===== config.mk =====
export PLATFORM = sky130hd
export DESIGN_NAME = bus_req_arbiter
export DESIGN_NICKNAME = d
export VERILOG_FILES = /design/src/rtl/bus_req_arbiter.sv
export SDC_FILE = /design/constraint.sdc
export NUM_CORES = 1
export LEC_CHECK = 0
export ABC_CLOCK_PERIOD_IN_PS = 2270
export CAP_MARGIN = 20
export CORE_MARGIN = 3
export CORE_UTILIZATION = 29
export DETAILED_ROUTE_END_ITERATION = 12
export PLACE_DENSITY = 0.82
export SLEW_MARGIN = 20
export SYNTH_ARGS = -nofsm -noshare
export SYNTH_HDL_FRONTEND = slang
export SYNTH_SLANG_ARGS = --single-unit

===== constraint.sdc =====
create_clock -name clk -period 2.27 [get_ports clk]
set_input_delay 0.3405 -clock clk [delete_from_list [all_inputs] [get_ports clk]]
set_output_delay 0.3405 -clock clk [all_outputs]
set_load 0.03 [all_outputs]

===== src/rtl/bus_req_arbiter.sv =====
// Round-robin arbiter sharing one bus port among 2**N_SEL requesters.
// Holds the grant for one handshake and reports done or timeout to the winner.
module bus_req_arbiter #(
    parameter int N_SEL   = 2,
    parameter int WIDTH   = 32,
    parameter int TIMEOUT = 16
) (
    input  logic                            clk,
    input  logic                            rst_n,
    input  logic [(1<<N_SEL)-1:0]           req,
    input  logic [(1<<N_SEL)*WIDTH-1:0]     req_data,
    output logic [(1<<N_SEL)-1:0]           gnt,
    output logic [(1<<N_SEL)-1:0]           done,
    output logic [(1<<N_SEL)-1:0]           err,
    output logic                            bus_valid,
    output logic [N_SEL-1:0]                bus_sel,
    output logic [WIDTH-1:0]                bus_data,
    input  logic                            bus_ready
);

    localparam int NREQ = 1 << N_SEL;
    localparam int WCW  = (TIMEOUT > 0) ? $clog2(TIMEOUT + 1) : 1;
    localparam logic [WCW-1:0] WLIMIT = WCW'((TIMEOUT > 0) ? TIMEOUT - 1 : 0);

    typedef enum logic {
        IDLE,
        GRANT
    } state_t;

    state_t           state_q, state_d;
    logic [N_SEL-1:0] ptr_q, ptr_d;
    logic [N_SEL-1:0] sel_q, sel_d;
    logic [WCW-1:0]   wcnt_q, wcnt_d;
    logic [N_SEL-1:0] winner;
    logic             found;

    // Rotating priority scan starting at ptr; the first hit wins.
    always_comb begin
        // NOTE: every variable gets a default before any branch so no latch is inferred.
        found  = 1'b0;
        winner = '0;
        for (int k = 0; k < NREQ; k++) begin
            if (!found && req[ptr_q + N_SEL'(k)]) begin
                found  = 1'b1;
                winner = ptr_q + N_SEL'(k);
            end
        end
    end

    always_comb begin
        state_d   = state_q;
        ptr_d     = ptr_q;
        sel_d     = sel_q;
        wcnt_d    = wcnt_q;
        gnt       = '0;
        done      = '0;
        err       = '0;
        bus_valid = 1'b0;
        bus_data  = '0;
        unique case (state_q)
            IDLE: begin
                if (found) begin
                    sel_d   = winner;
                    wcnt_d  = '0;
                    state_d = GRANT;
                end
            end
            GRANT: begin
                bus_valid  = 1'b1;
                gnt[sel_q] = 1'b1;
                bus_data   = req_data[sel_q*WIDTH +: WIDTH];
                if (!req[sel_q]) begin
                    state_d = IDLE;
                    ptr_d   = sel_q + N_SEL'(1);
                end else if (bus_ready) begin
                    done[sel_q] = 1'b1;
                    state_d     = IDLE;
                    ptr_d       = sel_q + N_SEL'(1);
                end else if (TIMEOUT != 0 && wcnt_q == WLIMIT) begin
                    err[sel_q] = 1'b1;
                    state_d    = IDLE;
                    ptr_d      = sel_q + N_SEL'(1);
                end else begin
                    wcnt_d = wcnt_q + WCW'(1);
                end
            end
            default: state_d = IDLE;
        endcase
    end

    // NOTE: sequential state uses non-blocking assignments so all registers update together.
    always_ff @(posedge clk or negedge rst_n) begin
        if (!rst_n) begin
            state_q <= IDLE;
            ptr_q   <= '0;
            sel_q   <= '0;
            wcnt_q  <= '0;
        end else begin
            state_q <= state_d;
            ptr_q   <= ptr_d;
            sel_q   <= sel_d;
            wcnt_q  <= wcnt_d;
        end
    end

    assign bus_sel = sel_q;

endmodule

== Word-level counts from Yosys, hierarchy flattened ==
Cells that the tools add are included.

* Add/subtract/negate cells: 5
* Multipliers: 0
* Div/mod/pow operators: 0
* $lt $le $gt $ge: 6
* Eq/ne operators: 6
* Shifts and indexed selects: 1
* Multiplexer cells: 43
* Bitwise logic cells: 1
* Reductions and logical operators: 10

{| class="wikitable"
|+ Operator list
! kind !! count
|-
| 128-bit by 8-bit variable part select with 32-bit output || 1
|-
| 32-bit 2-to-1 mux || 1
|-
| 4-bit 2-to-1 mux || 8
|-
| 5-bit 2-to-1 mux || 4
|-
| 2-bit by 3-bit < comparator with 1-bit output (second input constant) || 5
|-
| 1-bit 2-to-1 mux || 15
|-
| 2-bit 2-to-1 mux || 7
|-
| 1-bit binary-select mux with 2-bit select || 5
|-
| 5-bit one-hot mux with 2 select lines || 1
|-
| 2-bit inequality test (second input constant) || 3
|-
| 5-bit by 1-bit adder with 5-bit output (second input constant) || 1
|-
| 5-bit by 4-bit == test with 1-bit output (second input constant) || 1
|-
| 2-bit by 1-bit adder with 2-bit output (second input constant) || 2
|-
| 2-bit adder (second input constant) || 2
|-
| 1-bit logical AND || 4
|-
| 2-bit AND reduction || 2
|-
| 4-bit AND reduction || 1
|-
| 1-bit zero test || 3
|-
| 3-bit by 2-bit inequality test with 1-bit output (second input constant) || 1
|-
| 1-bit demux with 2-bit select || 1
|-
| 2-bit by 1-bit >= comparator with 1-bit output (second input constant) || 1
|-
| 2-bit by 1-bit inequality test with 1-bit output (second input constant) || 1
|-
| 1-bit one-hot mux with 2 select lines || 1
|-
| 1-bit NOT || 1
|}

* Register bits: 10
* Latch bits: 0
* Bits in writable memories: 0
* Memory bits (read-only): 0
* Input bits: 135
* Output and inout bits: 47
* Logic and storage cells: 76
* Memories kept: 0

== Longest topological paths before layout ==
Gate-level depths: netlist of run 1.

* Depth in word-level cells: 14
* Mapped depth: 6
* Depth with buffers taken out: 6

== Least setup slack after synthesis of run 1 ==
No wires, ideal clock.

* Path kind: register to output
* Start: register sel_q[0], in the netlist bus_sel[0]
* End: output port bus_data[14]
* Arrival: 1.821 ns
* Required time: 1.929 ns
* Path slack: 0.108 ns
* Cell stages (with the launch flop): 5
* Path buffers: 2
* Path through: dfrtp_1 > buf_6 > buf_2 > mux4_2 > and2_1

* Longest elaborated chain between the ends: 2

{| class="wikitable"
|+ RTL lines
! item !! RTL line !! source
|-
| start: declaration || 32 || <nowiki>logic [N_SEL-1:0] sel_q, sel_d;</nowiki>
|-
| start signal: assignment || 101 || <nowiki>sel_q <= sel_d;</nowiki>
|-
| 128-bit by 8-bit variable part select with 32-bit output || 71 || <nowiki>bus_data = req_data[sel_q*WIDTH +: WIDTH];</nowiki>
|-
| 32-bit 2-to-1 mux || 60 || <nowiki>unique case (state_q)</nowiki>
|-
| end: declaration || 17 || <nowiki>output logic [WIDTH-1:0] bus_data,</nowiki>
|}

No other way between the ends.

== Worst setup path in the final report of run 1 ==
* Start: input port req[3]
* End: output port err[0]

* Longest elaborated chain between the ends: 4

{| class="wikitable"
|+ RTL lines
! item !! RTL line !! source
|-
| start: declaration || 10 || <nowiki>input logic [(1<<N_SEL)-1:0] req,</nowiki>
|-
| 1-bit binary-select mux with 2-bit select || 72 || <nowiki>if (!req[sel_q]) begin</nowiki>
|-
| 1-bit 2-to-1 mux (implied by the code) || 72 ||
|-
| 4-bit 2-to-1 mux || 72 ||
|-
| 4-bit 2-to-1 mux || 60 ||
|-
| end: declaration || 14 || <nowiki>output logic [(1<<N_SEL)-1:0] err,</nowiki>
|}

No other way between the ends. The select of a mux whose other input is x is not followed.

==> flow_summary.ini, run 1 <==
[routing]
number_of_vias_per_cell_after_detailed_routing = 5.02
drc = 0
routedWlPerCell_um = 17.7
drt_pass1_iterations = 4
drt_iter0_markers = 54
antenna_left = 0
routed_wirelength_um = 7240
vias = 2054

[cells_and_area]
leading_cell_type_in_the_layout_fill_and_taps_excluded = sky130_fd_sc_hd__clkdlybuf4s50_1
final_design_area_no_fill_um2 = 3620
number_of_filler_instances_in_the_final_layout = 477
utilization_pct = 64.6
sequential_cell_area_um2 = 251
share_of_layout_cells_above_drive_strength_1_pct = 28.9
final_net_count = 478
area_growth_from_synthesis_to_layout_pct = 112
final_cell_mix = sky130_fd_sc_hd__clkdlybuf4s50_1, sky130_fd_sc_hd__buf_4, sky130_fd_sc_hd__and2_1, sky130_fd_sc_hd__mux4_2, sky130_fd_sc_hd__dfrtp_1
multiInputGateArea_um2 = 1380

[place]
place_area_um2 = 3570
post-dp-hpwl_um = 6430
port-buffer-count = 181
gpl.final_weighted_congestion = 0.947

[synth]
synth_top_cell_by_area = sky130_fd_sc_hd__mux4_2
count_of_flip_flops_with_a_built_in_enable_after_synthesis = 0
yosys.area.top_type_share_pct = 43.4
post_synth_main_area_contributors = sky130_fd_sc_hd__mux4_2, sky130_fd_sc_hd__and2_1, sky130_fd_sc_hd__dfrtp_1
post_synth_instance_area_um2 = 1710
post_synth_inst_count = 150
post_synth_num_cell_types = 32
synth.yosys.warnings = 0
synth_ff_type = sky130_fd_sc_hd__dfrtp_1
async_reset_ff_share_pct = 100
seq_area_frac_synth_pct = 14.6
synth.net_count = 291
postSynthAreaPerCell_um2 = 11.4
register_bit_total_from_synthesis = 10

[flow_run]
total_of_max_cap_violations = 0

[sta]
fin_worst_hold_slack_ns = 0.416
finalSetupTns_ns = 0
timing_worst_slew_pin_value_ns = 0.441
worst_clock_skew_ns = 0.00584
final_hold_viol_count = 0
timing.max_slew.rel_slack_pct = 70.5
max_freq_mhz = 456
final_clock_period_utilization_by_the_worst_path_pct = 96.7
maxSlewViolCount = 0
report.final.setup_viol = 0
period_needed_ns = 2.19
grt_setup_unrepaired = false

[critical_path]
crit_path_end_kind = output pin
critical_path.cell_chain = clkdlybuf4s50_1, mux4_2, and4b_1, and2_1, buf_4
max_stage_delay_ns = 0.52
required_ns = 1.93
cp_slowest_cell = sky130_fd_sc_hd__mux4_2
crit_path_max_fanout = 4
critPathKind = input port to output pin
critical-path-top-delay-family = buffers and inverters
critPathArrivalTime_ns = 1.85
cp_num_buf_inv = 2
critical_path_launch_point_type = input port

[grt]
first_global_vias = 2192
grt_pass1_wl_um = 11700
global_route.usage.total_pct = 21.0
grt_overflow_total = 0
grt_start_max_net_pins = 26
antenna_found_initial = 1

[floorplan]
die_height_um = 82.8
die_span_in_x_um = 82.8
floorplan.io_pins = 182
die_area_um2 = 6860
design.core.area_um2 = 5610
initial_core_util_pct = 30.5
core.rowCount = 27

[run_status]
status = completed

[power]
static-leakage-power_nw = 1.52
power.density_nw_per_um2 = 1050
total_power_w = 0.00381
vdd.ir_drop.worst_v = 0.000728

[worst_hold_path]
hold_path.class = input port to async pin

[clocking]
clock_tree_from_tritoncts = yes
ctsHtreeMaxLevel = 1
cts_hold_buf = 0
postCtsSetupBuffers = 0
cts_inserted_buffers = 3
root_buffer = sky130_fd_sc_hd__clkbuf_8
clock_insertion_delay_worst_skew_ns = 0.24
worst_setup_hold_path_clk_slew_ns = 0.05
ctsLongestPathBuffers = 2
cts_num_sinks = 10
gates_resized_cts_repair = 0
-- registers in the layout (all words and copies together), names as in the netlist --
name / flops
state_q: 1
bus_sel: 2
wcnt_q: 5
ptr_q: 2
-- worst register-to-register path, cell delays in order, from the launching register on --
cell and delay (ns):
sky130_fd_sc_hd__dfrtp_1 0.40, sky130_fd_sc_hd__ha_1 0.22, sky130_fd_sc_hd__and3_1 0.18, sky130_fd_sc_hd__ha_1 0.19, sky130_fd_sc_hd__nor2_1 0.27, sky130_fd_sc_hd__nand3_1 0.26
sky130_fd_sc_hd__a31o_1 0.28
-- final cells by class --
| class | instances | share of cell area (%) |
|---|---|---|
| inverter | 4 | 0.415 |
| tap | 72 | 2.49 |
| sequential | 10 | 6.95 |
| multi-input combinational | 123 | 38.1 |
| timing repair buffer | 195 | 50.7 |
| antenna | 1 | 0.0691 |
| clock buffer | 4 | 1.24 |
-- path summary, 6_finish.rpt --
kind                                             from                endpoint  slack [ns]  depth (start not counted)
worst max-delay path                           req[3]                  err[0]        0.08                          5
worst min-delay path                            rst_n  bus_sel[1]$_DFFE_PN0P_        0.42                          1
worst max register to register  wcnt_q[0]$_DFFE_PN0P_   wcnt_q[1]$_DFFE_PN0P_        0.36                          6
worst min register to register  wcnt_q[3]$_DFFE_PN0P_   wcnt_q[3]$_DFFE_PN0P_        0.49                          1
max in group asynchronous                       rst_n  bus_sel[0]$_DFFE_PN0P_        1.53                          1
min in group clk                wcnt_q[3]$_DFFE_PN0P_   wcnt_q[3]$_DFFE_PN0P_        0.49                          1
-- synthesized netlist by cell type, types with 3 or more instances --
master                      n
sky130_fd_sc_hd__o21ai_0    6
sky130_fd_sc_hd__nor2_1     3
sky130_fd_sc_hd__inv_1      4
sky130_fd_sc_hd__mux4_2    33
sky130_fd_sc_hd__mux2i_1    5
sky130_fd_sc_hd__buf_2      4
sky130_fd_sc_hd__clkbuf_1   6
sky130_fd_sc_hd__ha_1       6
sky130_fd_sc_hd__dfrtp_1   10
sky130_fd_sc_hd__and2_1    41
sky130_fd_sc_hd__and3_1     7
-- through the flow --
stage          cells  setup WS (ns)
6_report         409         0.0759
3_5_place_dp     404         0.0740
3_3_place_gp     404         0.0778
5_1_grt          409         0.0365
4_1_cts          408         0.0618
2_1_floorplan    150          0.108
-- routing by layer --
layer	GRT usage, %	vias to the layer above	wire, um
met1	23.9	933	2640
met5	0	-	0
li1	-	958	-
met3	6.15	25	717
met4	9.51	0	374
met2	36.2	138	3520
-- where the power goes --
group | internal [W] | switching, W | total [W]
Clock | 0.000123 | 0.0000679 | 0.000191
Sequential | 0.000243 | 0.0000974 | 0.000341
Combinational | 0.00163 | 0.00165 | 0.00328
Total | 0.00199 | 0.00182 | 0.00381
-- logic make-up after synthesis --
kind of cell	Yosys count	share of synthesized area [%]
AO/OA/AOI/OAI	15	6.43
adder cells (fa/ha/maj)	6	4.39
buffers and inverters	17	4.68
flip-flops	10	14.6
multiplexers	39	47.0
AND/OR/NAND/NOR	63	22.9
Note: power is estimated with default switching activity, not from simulation.
==> inputs of run 2 (changes only) <==
- SKIP_CTS_REPAIR_TIMING: unset -> 1
==> results of run 2 <==
Final layout, timing and power as in run 1 (identical DEF).
==> inputs of run 3 (changes only) <==
- CTS_CLUSTER_DIAMETER: unset -> 150
==> results of run 3 <==
Final layout, timing and power as in run 1 (identical DEF).
